--- config.mk ---
export PLATFORM = sky130hd
export DESIGN_NAME = ecall_io_unit
export DESIGN_NICKNAME = d
export VERILOG_FILES = /design/src/rtl/ecall_io_unit_pkg.sv /design/src/rtl/ecall_io_unit_btn_debounce.sv /design/src/rtl/ecall_io_unit.sv
export SDC_FILE = /design/constraint.sdc
export NUM_CORES = 1
export LEC_CHECK = 0
export ABC_AREA = 0
export ABC_CLOCK_PERIOD_IN_PS = 5050
export CORE_MARGIN = 8
export CORE_UTILIZATION = 47
export CTS_BUF_LIST = sky130_fd_sc_hd__clkbuf_8
export DETAILED_ROUTE_END_ITERATION = 6
export PLACE_DENSITY = 0.83
export RECOVER_POWER = 100
export SYNTH_ARGS = -nofsm -noshare
export SYNTH_HDL_FRONTEND = slang
export SYNTH_SLANG_ARGS = --single-unit
--- constraint.sdc ---
create_clock -name clk -period 5.05 [get_ports clk]
set_input_delay 0.505 -clock clk [delete_from_list [all_inputs] [get_ports clk]]
set_output_delay 0.505 -clock clk [all_outputs]
set_load 0.01 [all_outputs]
--- src/rtl/ecall_io_unit_pkg.sv ---
// Shared types for the ecall I/O sequencer: FSM state encoding and the
// pending-transfer kind flag.
package ecall_io_unit_pkg;

  typedef enum logic [1:0] {
    ST_IDLE       = 2'd0,
    ST_ARM        = 2'd1,
    ST_WAIT_PRESS = 2'd2,
    ST_DONE       = 2'd3
  } ecall_state_e;

  typedef enum logic {
    KIND_READ  = 1'b0,
    KIND_PRINT = 1'b1
  } ecall_kind_e;

endpackage

--- src/rtl/ecall_io_unit_btn_debounce.sv ---
// Confirm-button conditioner: 2-flop synchronizer, stability counter,
// debounced level and a single-cycle rising-edge pulse.
module btn_debounce #(
  parameter int DEB_CYC = 1_000_000
) (
  input  logic clk,
  input  logic rst_n,
  input  logic btn_raw,
  output logic level,
  output logic rise
);

  localparam int CNT_W = (DEB_CYC > 1) ? $clog2(DEB_CYC) : 1;

  logic             sync1_q, sync1_d;
  logic             sync2_q, sync2_d;
  logic             level_q, level_d;
  logic             level_dly_q, level_dly_d;
  logic [CNT_W-1:0] cnt_q, cnt_d;

  always_comb begin
    // NOTE: every signal assigned here gets a default first, so no path can
    // leave it unassigned and infer a latch.
    sync1_d     = btn_raw;
    sync2_d     = sync1_q;
    level_dly_d = level_q;
    level_d     = level_q;
    cnt_d       = cnt_q;
    if (sync2_q == level_q) begin
      cnt_d = '0;
    end else if (cnt_q == CNT_W'(DEB_CYC - 1)) begin
      level_d = ~level_q;
      cnt_d   = '0;
    end else begin
      cnt_d = cnt_q + 1'b1;
    end
  end

  always_ff @(posedge clk or negedge rst_n) begin
    if (!rst_n) begin
      sync1_q     <= 1'b0;
      sync2_q     <= 1'b0;
      level_q     <= 1'b0;
      level_dly_q <= 1'b0;
      cnt_q       <= '0;
    end else begin
      // NOTE: non-blocking so every flop samples the pre-edge values; blocking
      // here would collapse the synchronizer into a single stage.
      sync1_q     <= sync1_d;
      sync2_q     <= sync2_d;
      level_q     <= level_d;
      level_dly_q <= level_dly_d;
      cnt_q       <= cnt_d;
    end
  end

  assign level = level_q;
  assign rise  = level_q & ~level_dly_q;

endmodule

--- src/rtl/ecall_io_unit.sv ---
// Ecall I/O sequencer: stalls the pipeline for print-int / read-int ecalls,
// latches a0 for the display and returns the switch value on a confirm press.
module ecall_io_unit
  import ecall_io_unit_pkg::*;
#(
  parameter int SW_W       = 16,
  parameter int DEB_CYC    = 1_000_000,
  parameter int SIGN_EXT   = 1,
  parameter int PRINT_WAIT = 0
) (
  input  logic            clk,
  input  logic            rst_n,
  input  logic            eRead,
  input  logic            eWrite,
  input  logic [31:0]     a0_in,
  input  logic            confirm_btn,
  input  logic [SW_W-1:0] switches,
  output logic            stall,
  output logic            wb_valid,
  output logic [31:0]     wb_data,
  output logic [31:0]     disp_data,
  output logic            disp_valid
);

  ecall_state_e state_q, state_d;
  ecall_kind_e  kind_q, kind_d;
  logic [31:0]  wb_data_q, wb_data_d;
  logic [31:0]  disp_data_q, disp_data_d;
  logic         disp_valid_q, disp_valid_d;
  logic         btn_level, btn_rise;
  logic signed [SW_W-1:0] sw_signed;
  logic [31:0]  sw_ext;

  btn_debounce #(.DEB_CYC(DEB_CYC)) u_btn_debounce (
    .clk     (clk),
    .rst_n   (rst_n),
    .btn_raw (confirm_btn),
    .level   (btn_level),
    .rise    (btn_rise)
  );

  assign sw_signed = switches;
  assign sw_ext    = (SIGN_EXT != 0) ? 32'(sw_signed) : 32'(switches);

  always_comb begin
    state_d      = state_q;
    kind_d       = kind_q;
    wb_data_d    = wb_data_q;
    disp_data_d  = disp_data_q;
    disp_valid_d = 1'b0;
    wb_valid     = 1'b0;
    unique case (state_q)
      ST_IDLE: begin
        if (eRead) begin
          kind_d  = KIND_READ;
          state_d = ST_ARM;
        end else if (eWrite) begin
          kind_d       = KIND_PRINT;
          disp_data_d  = a0_in;
          disp_valid_d = 1'b1;
          state_d      = (PRINT_WAIT != 0) ? ST_ARM : ST_DONE;
        end
      end
      // A button still held from an earlier press must be released first.
      ST_ARM: if (!btn_level) state_d = ST_WAIT_PRESS;
      ST_WAIT_PRESS: begin
        if (btn_rise) begin
          state_d = ST_DONE;
          if (kind_q == KIND_READ) begin
            wb_valid  = 1'b1;
            wb_data_d = sw_ext;
          end
        end
      end
      ST_DONE: state_d = ST_IDLE;
      default: state_d = ST_IDLE;
    endcase
  end

  always_ff @(posedge clk or negedge rst_n) begin
    if (!rst_n) begin
      state_q      <= ST_IDLE;
      kind_q       <= KIND_READ;
      wb_data_q    <= '0;
      disp_data_q  <= '0;
      disp_valid_q <= 1'b0;
    end else begin
      state_q      <= state_d;
      kind_q       <= kind_d;
      wb_data_q    <= wb_data_d;
      disp_data_q  <= disp_data_d;
      disp_valid_q <= disp_valid_d;
    end
  end

  assign stall = ((state_q == ST_IDLE) && (eRead || eWrite)) ||
                 (state_q == ST_ARM) || (state_q == ST_WAIT_PRESS);

  // The result is presented in the pulse cycle itself, while rd is still stalled.
  assign wb_data    = wb_valid ? wb_data_d : wb_data_q;
  assign disp_data  = disp_data_q;
  assign disp_valid = disp_valid_q;

endmodule

==> impl_results.rst, run 1 <==
.. list-table::
   :header-rows: 1

   * - Metric
     - Value
   * - Detailed-router iteration count before antenna repair
     - 4
   * - Distinct cells, synth
     - 34
   * - Tot GR Track Use
     - 17.1%
   * - Seq cells post-synth
     - approximately 90
   * - Synthesis-to-finish area growth
     - 38.9%
   * - Clock input transition at the sequential cells of the worst setup and hold paths
     - around 90 ps
   * - Async SR Flop Fraction
     - 100%
   * - GRT Residual Overflow
     - 0
   * - Vias per inst
     - 4.91
   * - Fill count
     - 670
   * - Weighted congestion at the end of routability-driven global placement
     - 0.800
   * - Share of the clock period used by the worst path after layout
     - between 80 and 90%
   * - Power density over the cells
     - about 250 nW/um2
   * - Core Rows
     - 33
   * - Worst setup SP type
     - register
   * - Quantity of hold-fixing buffers added after cts
     - 0
   * - Via count of the routed design
     - between 3000 and 4000
   * - Maximum level of the CTS H-tree
     - 3
   * - Slack of the worst reg-to-reg path
     - 2220 ps
   * - Most area-hungry cell type in the Yosys netlist
     - sky130_fd_sc_hd__dfrtp_1
   * - Number of buffers created by CTS
     - 9
   * - Post-Synthesis Cell Area
     - between 3000 and 4000 um2
   * - Aggregate negative setup slack
     - 0 ps
   * - Initial Util
     - a little under half
   * - Placed cell count
     - around 640
   * - Outcome
     - complete, but fails checks
   * - Endpoint arrival time on the critical path
     - 3630 ps
   * - Fraction of post-synthesis cell area in the top cell type by area
     - roughly three fifths
   * - Setup repair after global routing missed its margin
     - false
   * - Peak supply drop
     - 0.150 mV
   * - CTS tree
     - done
   * - Vertical die dimension
     - 106 um
   * - Critical-path cell list
     - inv_1, ha_1, or3b_1, clkinv_1, nand2_1, nand2_1, dlygate4sd3_1
   * - Worst rel slew slack
     - -43.8%
   * - Horiz. Die Dim
     - 106 um
   * - Total detailed-routing wirelength
     - 9260 um
   * - Insertion delay of the later-clocked pin in the worst-skew pair
     - around 350 ps
   * - Kind of cell with the highest combined delay on the critical path
     - simple AND/OR/NAND/NOR gates
   * - Core area
     - slightly above 8000 um2
   * - Wire length of the first global-routing pass
     - ~16000 um
   * - Highest-delay cell along the critical path
     - sky130_fd_sc_hd__or3b_1
   * - Antenna violations before repair
     - 0
   * - I/O pin count
     - 120
   * - Sum of net half-perimeters after detailed placement
     - about 6700 um
   * - Combined buffer and inverter count along the critical path
     - 3
   * - Cell types with the largest area share after synthesis
     - sky130_fd_sc_hd__dfrtp_1 (60%), sky130_fd_sc_hd__nand2_1 (22%), sky130_fd_sc_hd__xnor2_1 (2.3%)
   * - Setup Fix Bufs, Post-CTS
     - 0
   * - Vias in the first global route
     - 3392
   * - Resize count post-CTS
     - 0
   * - Number of antenna cells inserted
     - 0
   * - Residual antenna-violating net count after detailed routing
     - 0
   * - Largest net degree at the start of global routing
     - between 90 and 100
   * - Total setup violations reported at the end of the flow
     - 0
   * - Warnings, synthesis
     - 0
   * - Critical path data required time
     - roughly 4600 ps
   * - Root Buffer Master
     - sky130_fd_sc_hd__clkbuf_8
   * - Post-synth EDFFs
     - 0
   * - Layout cell share with drive strength beyond 1
     - around 4.2%
   * - Post-Layout Cell Count
     - approximately 650
   * - Delay of the slowest critical-path stage
     - roughly 860 ps
   * - First-iteration detailed-routing DRC count
     - ~160
   * - Die footprint
     - about 11000 um2
   * - Leakage
     - about 2.5 nW
   * - Startpoint-to-endpoint class of the critical path
     - register to primary output
   * - Number of design rule violations left after detail routing
     - 0
   * - Slew Limit Fails
     - between 90 and 100
   * - Final hold violation count
     - 0
   * - Count of buffers inserted at the top-level ports
     - about 120
   * - Dominant synthesized flop cell
     - sky130_fd_sc_hd__dfrtp_1
   * - CP Max Fanout
     - 34
   * - Max Cap Viol
     - 1
   * - Endpoint class of the critical path
     - primary output
   * - Clock Skews
     - between 8 and 9 ps
   * - Number of nets in the layout
     - around 600
   * - Synthesized instance count
     - about 430
   * - Net count after synthesis
     - ~490
   * - Max Fclk
     - 242 MHz
   * - Most frequent cell on the critical path
     - sky130_fd_sc_hd__nand2_1
   * - Portion of the post-synthesis area used by sequential elements
     - roughly three fifths
   * - Fin crit period
     - 4140 ps
   * - Maximum number of buffers from clock root to sink
     - 2
   * - Transition time at the pin with the least slew margin
     - 2160 ps
   * - Worst min path class
     - register to register
   * - Synth Area per Inst
     - 8.97 um2
   * - Clk sinks
     - 92
   * - Routed length per placed instance
     - around 14 um
   * - Violations in the final reports
     - max-capacitance violations, max-slew violations
==> placed cells by master, fill, tap and decap left out, types with 5 or more instances in the layout <==
cell                                n
sky130_fd_sc_hd__clkdlybuf4s50_1   50
sky130_fd_sc_hd__ha_1               5
sky130_fd_sc_hd__inv_1              8
sky130_fd_sc_hd__dfrtp_1           92
sky130_fd_sc_hd__nor2_1            19
sky130_fd_sc_hd__o21ai_0            8
sky130_fd_sc_hd__a21oi_1            6
sky130_fd_sc_hd__dlygate4sd3_1     68
sky130_fd_sc_hd__nand2_1          220
sky130_fd_sc_hd__nand3_1            5
sky130_fd_sc_hd__xnor2_1           10
sky130_fd_sc_hd__clkbuf_8          10
sky130_fd_sc_hd__nor4_1             6
==> stage by stage <==
step                cell area, um2  setup slack, ps  total power [mW]  hold WS (ps)  util, %
floorplan                     3830             2730             0.762           209        -
finish                        5320              913              1.32           372     66.0
global route                  5320              602              1.38           378     66.0
detailed placement            5110             1580             0.819           345     63.5
CTS                           5330             1190              1.34           370     66.2
global placement              5110             1680             0.818           337     63.5
==> where the power goes <==
group / leakage [nW] / internal (mW) / switching [mW]
Combinational: 1.24 / 0.0371 / 0.0244
Clock: 0.111 / 0.254 / 0.265
Sequential: 1.11 / 0.739 / 0.00223
==> worst reg2reg max path: cells and delay by family, from the launching register on <==
kind            cells  cell delay [ps]
fa+ha+maj           1              250
buf+inv             1              480
simple gates        3              620
flops               1              370
compound gates      1              990
==> cells in the mapped netlist, types with 2 or more instances <==
library cell                 n
sky130_fd_sc_hd__nor3_1      4
sky130_fd_sc_hd__a21oi_1     6
sky130_fd_sc_hd__o21ai_0     8
sky130_fd_sc_hd__nand3_1     5
sky130_fd_sc_hd__nand3b_1    2
sky130_fd_sc_hd__nor2_1     19
sky130_fd_sc_hd__nor4_1      6
sky130_fd_sc_hd__xnor2_1    10
sky130_fd_sc_hd__nand4_1     3
sky130_fd_sc_hd__inv_1       8
sky130_fd_sc_hd__clkbuf_1   14
sky130_fd_sc_hd__ha_1        5
sky130_fd_sc_hd__or3_1       3
sky130_fd_sc_hd__dfrtp_1    92
sky130_fd_sc_hd__nand2_1   220
sky130_fd_sc_hd__xor2_1      4
==> sequential cells by signal, summed over array words and instances, names as in the netlist <==
register and flops:
wb_data_q 32, disp_valid 1, u_btn_debounce.sync2_q 1, kind_q 1, u_btn_debounce.level 1, u_btn_debounce.level_dly_q 1, u_btn_debounce.sync1_q 1, u_btn_debounce.cnt_q 20
state_q 2, disp_data 32
==> metal layers <==
layer  vias up  GRT usage, %  part of all wire (%)
li1       1588             -                     -
met1      1537          20.4                    40
met2        76          29.3                    52
met3         7          5.02                   6.6
met4         0          4.72                  0.86
met5         -             0                     0
==> worst paths after layout <==
| path | from | to | depth (start not counted) |
|---|---|---|---|
| min reg2reg | u_btn_debounce.sync1_q | u_btn_debounce.sync2_q | 0 |
| max reg2reg | u_btn_debounce.cnt_q[0] | u_btn_debounce.cnt_q[10] | 6 |
| min in group asynchronous | rst_n | wb_data_q[10] | 1 |
| max in group asynchronous | rst_n | u_btn_debounce.cnt_q[14] | 1 |
| max | state_q[0] | wb_data[17] | 7 |
| min | u_btn_debounce.sync1_q | u_btn_debounce.sync2_q | 0 |
==> logic make-up after synthesis <==
kind of cell	Yosys count	share of synthesized area, %
fa+ha+maj	5	1.63
compound gates	18	2.78
simple gates	271	29.2
buf+inv	25	2.48
flops	92	60.1
mux	2	0.556
xor+xnor	14	3.20
==> final cells by class <==
| type | count | area, um2 | share of cell area [%] |
|---|---|---|---|
| clock buffer | 10 | 138 | 2.59 |
| tap | 105 | 131 | 2.47 |
| clock inverter | 6 | 78.8 | 1.48 |
| sequential | 92 | 2300 | 43.3 |
| multi-input combinational | 310 | 1430 | 26.9 |
| inverter | 9 | 33.8 | 0.635 |
| timing repair buffer | 122 | 1200 | 22.6 |
No activity file was read; power rests on OpenSTA's default activity.
==> run 2, diff against run 1 <==
- ABC_CLOCK_PERIOD_IN_PS: 5050 -> 4300
- clock period: 5.05 -> 4.3 ns (I/O delays scaled with it)
==> run 2 against run 1 <==
Sequential power rose by 17%. Worst setup slack got worse by 470 ps. Design area barely moved. The run still ends with max-capacitance violations, max-slew violations left. Sequential cell count did not move. Critical path depth rose by 1. Routed wire length fell by 0.22%. Power rose by 18%. Register-to-register slack got worse by 1100 ps. Non-clock buffer count rose by 1. Worst hold slack got worse by 20 ps. Via count rose by 0.44%.
==> impl_results.rst, run 2 (same netlist as run 1, synthesis figures left out) <==
.. list-table::
   :header-rows: 1

   * - Metric
     - Value
   * - Outcome
     - complete, but fails checks (unchanged)
   * - Violations in the final reports
     - max-capacitance violations, max-slew violations (unchanged)
   * - Share of the clock period used by the worst path after layout
     - between 80% and 90%
   * - Setup Fix Bufs, Post-CTS
     - 0 (unchanged)
   * - Via count of the routed design
     - 3222 (was 3208)
   * - Most common library cell in the layout ignoring fill and taps
     - sky130_fd_sc_hd__nand2_1 (unchanged)
   * - Most frequent cell on the critical path
     - sky130_fd_sc_hd__nand2_1 (unchanged)
   * - Worst setup SP type
     - register (unchanged)
   * - Horiz. Die Dim
     - 106 um (unchanged)
   * - Endpoint arrival time on the critical path
     - 3430 ps (was 3630 ps)
   * - Slew Limit Fails
     - 93 (unchanged)
   * - Sum of net half-perimeters after detailed placement
     - 6710 um (was 6740 um)
   * - Number of buffers created by CTS
     - 9 (unchanged)
   * - Slack of the worst reg-to-reg path
     - 1170 ps (was 2220 ps)
   * - Cell depth of the worst hold path
     - 0 (unchanged)
   * - Root Buffer Master
     - sky130_fd_sc_hd__clkbuf_8 (unchanged)
   * - Die footprint
     - 11300 um2 (unchanged)
   * - Tot GR Track Use
     - 16.3% (was 17.1%)
   * - Clock input transition at the sequential cells of the worst setup and hold paths
     - 90 ps (about the same)
   * - Insertion delay of the later-clocked pin in the worst-skew pair
     - 350 ps (about the same)
   * - Startpoint-to-endpoint class of the critical path
     - register to primary output (unchanged)
   * - CP Max Fanout
     - 33 (was 34)
   * - Worst rel slew slack
     - -45.9% (was -43.8%)
   * - Kind of cell with the highest combined delay on the critical path
     - buffers and inverters (was simple AND/OR/NAND/NOR gates)
   * - Max Cap Viol
     - 1 (unchanged)
   * - First-iteration detailed-routing DRC count
     - 130 (was 161)
   * - Fin crit period
     - 3860 ps
   * - Combined buffer and inverter count along the critical path
     - 4 (was 3)
   * - Aggregate negative setup slack
     - 0 ps (unchanged)
   * - Total setup violations reported at the end of the flow
     - 0 (unchanged)
   * - Power density over the cells
     - 294 nW/um2 (was 249 nW/um2)
   * - Maximum level of the CTS H-tree
     - 3 (unchanged)
   * - Number of nets in the layout
     - 603 (was 602)
   * - Final Worst Setup Slack
     - 442 ps (was 913 ps)
   * - Max Fclk
     - 259 MHz
   * - CTS tree
     - done (unchanged)
   * - Maximum number of buffers from clock root to sink
     - 2 (unchanged)
   * - Clk sinks
     - 92 (unchanged)
   * - Vias per inst
     - 4.91 (about the same)
   * - Antenna violations before repair
     - 1 (was 0)
   * - Core area
     - 8050 um2 (unchanged)
   * - I/O pin count
     - 120 (unchanged)
   * - Fill count
     - 652 (was 670)
   * - Transition time at the pin with the least slew margin
     - 2190 ps (was 2160 ps)
   * - Endpoint of the most critical register-to-register path
     - disp_data[29] (was u_btn_debounce.cnt_q[10])
   * - Final hold violation count
     - 0 (unchanged)
   * - Leakage
     - 2.45 nW (was 2.46 nW)
   * - Endpoint class of the critical path
     - primary output (unchanged)
   * - Start of the worst register-to-register path
     - state_q[0] (was u_btn_debounce.cnt_q[0])
   * - Largest net degree at the start of global routing
     - 93 (unchanged)
   * - Top library cells by usage in the layout, fill and taps aside
     - sky130_fd_sc_hd__nand2_1 (220), sky130_fd_sc_hd__dfrtp_1 (92), sky130_fd_sc_hd__dlygate4sd3_1 (68), sky130_fd_sc_hd__clkdlybuf4s50_1 (50), sky130_fd_sc_hd__nor2_1 (19) (unchanged)
   * - Peak supply drop
     - 0.172 mV (was 0.150 mV)
   * - Final Core Density
     - 66.1% (was 66.0%)
   * - Critical-path cell list
     - inv_1, ha_1, or3b_2, clkinv_1, clkbuf_1, nand2_1, nand2_1, dlygate4sd3_1 (was inv_1, ha_1, or3b_1, clkinv_1, nand2_1, nand2_1, dlygate4sd3_1)
   * - Setup repair after global routing missed its margin
     - false (unchanged)
   * - Layout cell share with drive strength beyond 1
     - 4.00% (was 4.19%)
   * - Critical hold path startpoint
     - u_btn_debounce.sync1_q (unchanged)
   * - Count of cells along the worst register-to-register path
     - 7 (was 6)
   * - Initial Util
     - 47.6% (unchanged)
   * - Worst min path class
     - register to register (unchanged)
   * - Synthesis-to-finish area growth
     - 38.9% (about the same)
   * - Delay of the slowest critical-path stage
     - 760 ps (was 860 ps)
   * - GRT Residual Overflow
     - 0 (unchanged)
   * - Placement-stage worst setup slack
     - 981 ps (was 1580 ps)
   * - Detailed-router iteration count before antenna repair
     - 4 (unchanged)
   * - Capture endpoint of the worst hold path
     - u_btn_debounce.sync2_q (unchanged)
   * - Core Rows
     - 33 (unchanged)
   * - Wire length of the first global-routing pass
     - 15100 um (was 15900 um)
   * - Highest-delay cell along the critical path
     - sky130_fd_sc_hd__or3b_2 (was sky130_fd_sc_hd__or3b_1)
   * - Number of design rule violations left after detail routing
     - 0 (unchanged)
   * - Critical path data required time
     - 3870 ps (was 4550 ps)
   * - Vertical die dimension
     - 106 um (unchanged)
   * - Vias in the first global route
     - 3267 (was 3392)
   * - Clock Skews
     - 10.9 ps (was 8.40 ps)
   * - Routed length per placed instance
     - 14.1 um (was 14.2 um)
   * - Resize count post-CTS
     - 0 (unchanged)
   * - Count of buffers inserted at the top-level ports
     - 119 (unchanged)
   * - Weighted congestion at the end of routability-driven global placement
     - 0.735 (was 0.800)
   * - Final design area excluding fillers
     - 5320 um2 (about the same)
   * - Placed instance area
     - 5120 um2 (was 5110 um2)
   * - Quantity of hold-fixing buffers added after cts
     - 0 (unchanged)
   * - Residual antenna-violating net count after detailed routing
     - 0 (unchanged)
   * - Total detailed-routing wirelength
     - 9240 um (was 9260 um)
[run 2: changes by cell type in the layout (fill, tap and decap cells not counted), sizes merged]
cell / previous run / this run
buf: 1 / 0
bufinv: 1 / 2
clkbuf: 13 / 14
clkinv: 2 / 3
clkinvlp: 0 / 2
diode: 0 / 1
inv: 12 / 9
[run 2: per-stage QoR]
| stage | hold WS [ps] | cells | total power, mW |
|---|---|---|---|
| final | 352 | 656 | 1.56 |
| after global routing | 362 | 656 | 1.62 |
| after CTS | 332 | 655 | 1.58 |
| after detailed placement | 335 | 639 | 0.962 |
| after global placement | 332 | 639 | 0.960 |
| after floorplan | 134 | 427 | 0.895 |
[run 2: layer usage]
metal,track usage [%],vias to the layer above,part of all wire (%)
li1,-,1581,-
met1,18.9,1544,41
met2,26.8,82,49
met3,6.53,15,7.5
met4,5.93,0,1.9
met5,0,-,0
[run 2: worst max-delay path by stage]
stage	start	to	slack (ps)	cells after the start
floorplan	state_q[0]	wb_data[18]	2050	8
global placement	state_q[0]	wb_data[21]	1170	7
detailed placement	state_q[0]	wb_data[25]	980	7
CTS	state_q[0]	wb_data[25]	550	7
global route	state_q[0]	wb_data[4]	210	8
finish	state_q[0]	wb_data[0]	440	8
[run 2: cell type report]
class                   count  area [um2]  share of cell area, %
clock buffers               9         124                   2.33
well taps                 105         131                   2.47
flip-flops and latches     92        2300                   43.3
clock inverters             7        92.6                   1.74
multi-input cells         310        1430                   26.9
inverters                   9        33.8                  0.635
repair buffers            123        1200                   22.6
diodes                      1        2.50                 0.0470
[run 2: power breakdown]
| group | leakage (nW) | switching [mW] | internal, mW |
|---|---|---|---|
| combinational | 1.24 | 0.0286 | 0.0436 |
| sequential | 1.11 | 0.00265 | 0.868 |
| clock | 0.107 | 0.296 | 0.325 |
| total | 2.45 | 0.327 | 1.24 |
==> run 3, diff against run 2 <==
- ABC_AREA: 0 -> not set
==> results of run 3 <==
No change in the layout: final DEF, timing and power equal those of run 2.
==> edit, RTL diff (settings of run 3) <==
`disp_data_q` no longer has a reset.
--- a/src/rtl/ecall_io_unit.sv
+++ b/src/rtl/ecall_io_unit.sv
@@ -83,5 +83,4 @@
       kind_q       <= KIND_READ;
       wb_data_q    <= '0;
-      disp_data_q  <= '0;
       disp_valid_q <= 1'b0;
     end else begin
@@ -89,7 +88,10 @@
       kind_q       <= kind_d;
       wb_data_q    <= wb_data_d;
-      disp_data_q  <= disp_data_d;
       disp_valid_q <= disp_valid_d;
     end
+  end
+
+  always_ff @(posedge clk) begin
+    disp_data_q <= disp_data_d;
   end
 
Formal check against the unedited RTL: not equivalent (Yosys sat finds a counterexample within 4 cycles, from zero or initial values and one cycle with rst_n low).
==> edit against run 3 <==
The run still ends with capacitance limit, slew limit left. Clock skew shrank 0.65 ps. Setup slack lost 34 ps. Synthesized area shrank 5.4%. Worst hold slack gained 3.8 ps. Routed wire length shrank 8.4%. Sequential cell count is the same. Total power shrank 3.8%. Maximum frequency shrank 0.86%. Critical endpoint is now wb_data[21]. Sequential power grew 4.8%. Design area shrank 4.1%. Core utilization grew 1.0 points. Count of clock-buffer cells in the layout grew 2. Global-route usage shrank 0.50 points. Cell count shrank 15%.
==> edit: results (changes against run 3) <==
| Metric | Value |
|---|---|
| Max-Cap Viols | 2 (+1) |
| Compound-gate portion of the synthesized area | 0.0294 (+0.00159) |
| Run status | finished with violations |
| Wl on met1 | 3.71 mm (-2.5%) |
| Share of cells above drive strength 1 | 0.0551 (+0.0151) |
| Static Leak | 1.97 nW (-20%) |
| End of the critical path | wb_data[21] |
| FILL cells | 583 (-11%) |
| First DRT Iteration DRCs | 156 (+20%) |
| Register share of total power | 0.606 (+0.049) |
| Final RePlAce weighted congestion | 0.787 (+7.1%) |
| Top cells by count, synth | nand2_1, dfrtp_1, edfxtp_1, nor2_1, xnor2_1 |
| Syn nets | 383 (-21%) |
| Final Slew Violations | 94 (+1.1%) |
| Post-synth EDFFs | 32 (+32) |
| Met3 Usage GRT | 0.0428 (-0.0226) |
| FF-to-FF setup slack | 1570 ps (+400 ps) |
| Met1 Use GR | 0.194 (+0.00469) |
| Largest net degree at the start of global routing | 61 (-34%) |
| HPWL after DPL | 6.33 mm (-5.8%) |
| Synth cell types | 36 (+5.9%) |
| Global Route Usage Sum | 0.158 (-0.00497) |
| Mux cell area share after synthesis | 0.00587 (+0.000319) |
| Post-synthesis xor/xnor area fraction | 0.0339 (+0.00184) |
| Area contributors post-synth | dfrtp_1, edfxtp_1, nand2_1 |
| Worst clock skew | 10.3 ps (-0.650 ps) |
| WL met3 | 551 µm (-21%) |
| Slew @ Worst Pin | 3040 ps (+850 ps) |
| Crit path DAT | 3460 ps (+30 ps) |
| Drt pass-1 iters | 6 (+2) |
| Failing checks | capacitance limit, slew limit |
[edit: per-stage QoR]
step / worst slack [ps] / std cells / power (mW) / instance area [µm²] / util
after floorplan: 1760 / 325 / 0.937 / 3620 / -
after global placement: 944 / 540 / 0.998 / 4930 / 0.649
after detailed placement: 774 / 540 / 0.999 / 4930 / 0.649
after CTS: 375 / 556 / 1.52 / 5120 / 0.673
after global routing: 90.9 / 556 / 1.56 / 5100 / 0.671
final: 409 / 556 / 1.50 / 5100 / 0.671
[edit: area by class of cell]
type | instances | area, µm² | area share
clock buffer | 11 | 151 | 0.0297
clock inverter | 5 | 35.0 | 0.00687
inverter | 8 | 30.0 | 0.00589
multi-input combinational | 215 | 1090 | 0.214
sequential | 92 | 2460 | 0.483
tap | 102 | 128 | 0.0250
timing repair buffer | 123 | 1200 | 0.236
[edit: worst register-to-register path: stages, from the launching register on]
cell and delay (ps):
dfrtp_1 370, inv_1 90, ha_1 240, or3b_2 640, clkinv_1 570, nand2_1 290, buf_4 310, nand2_1 100
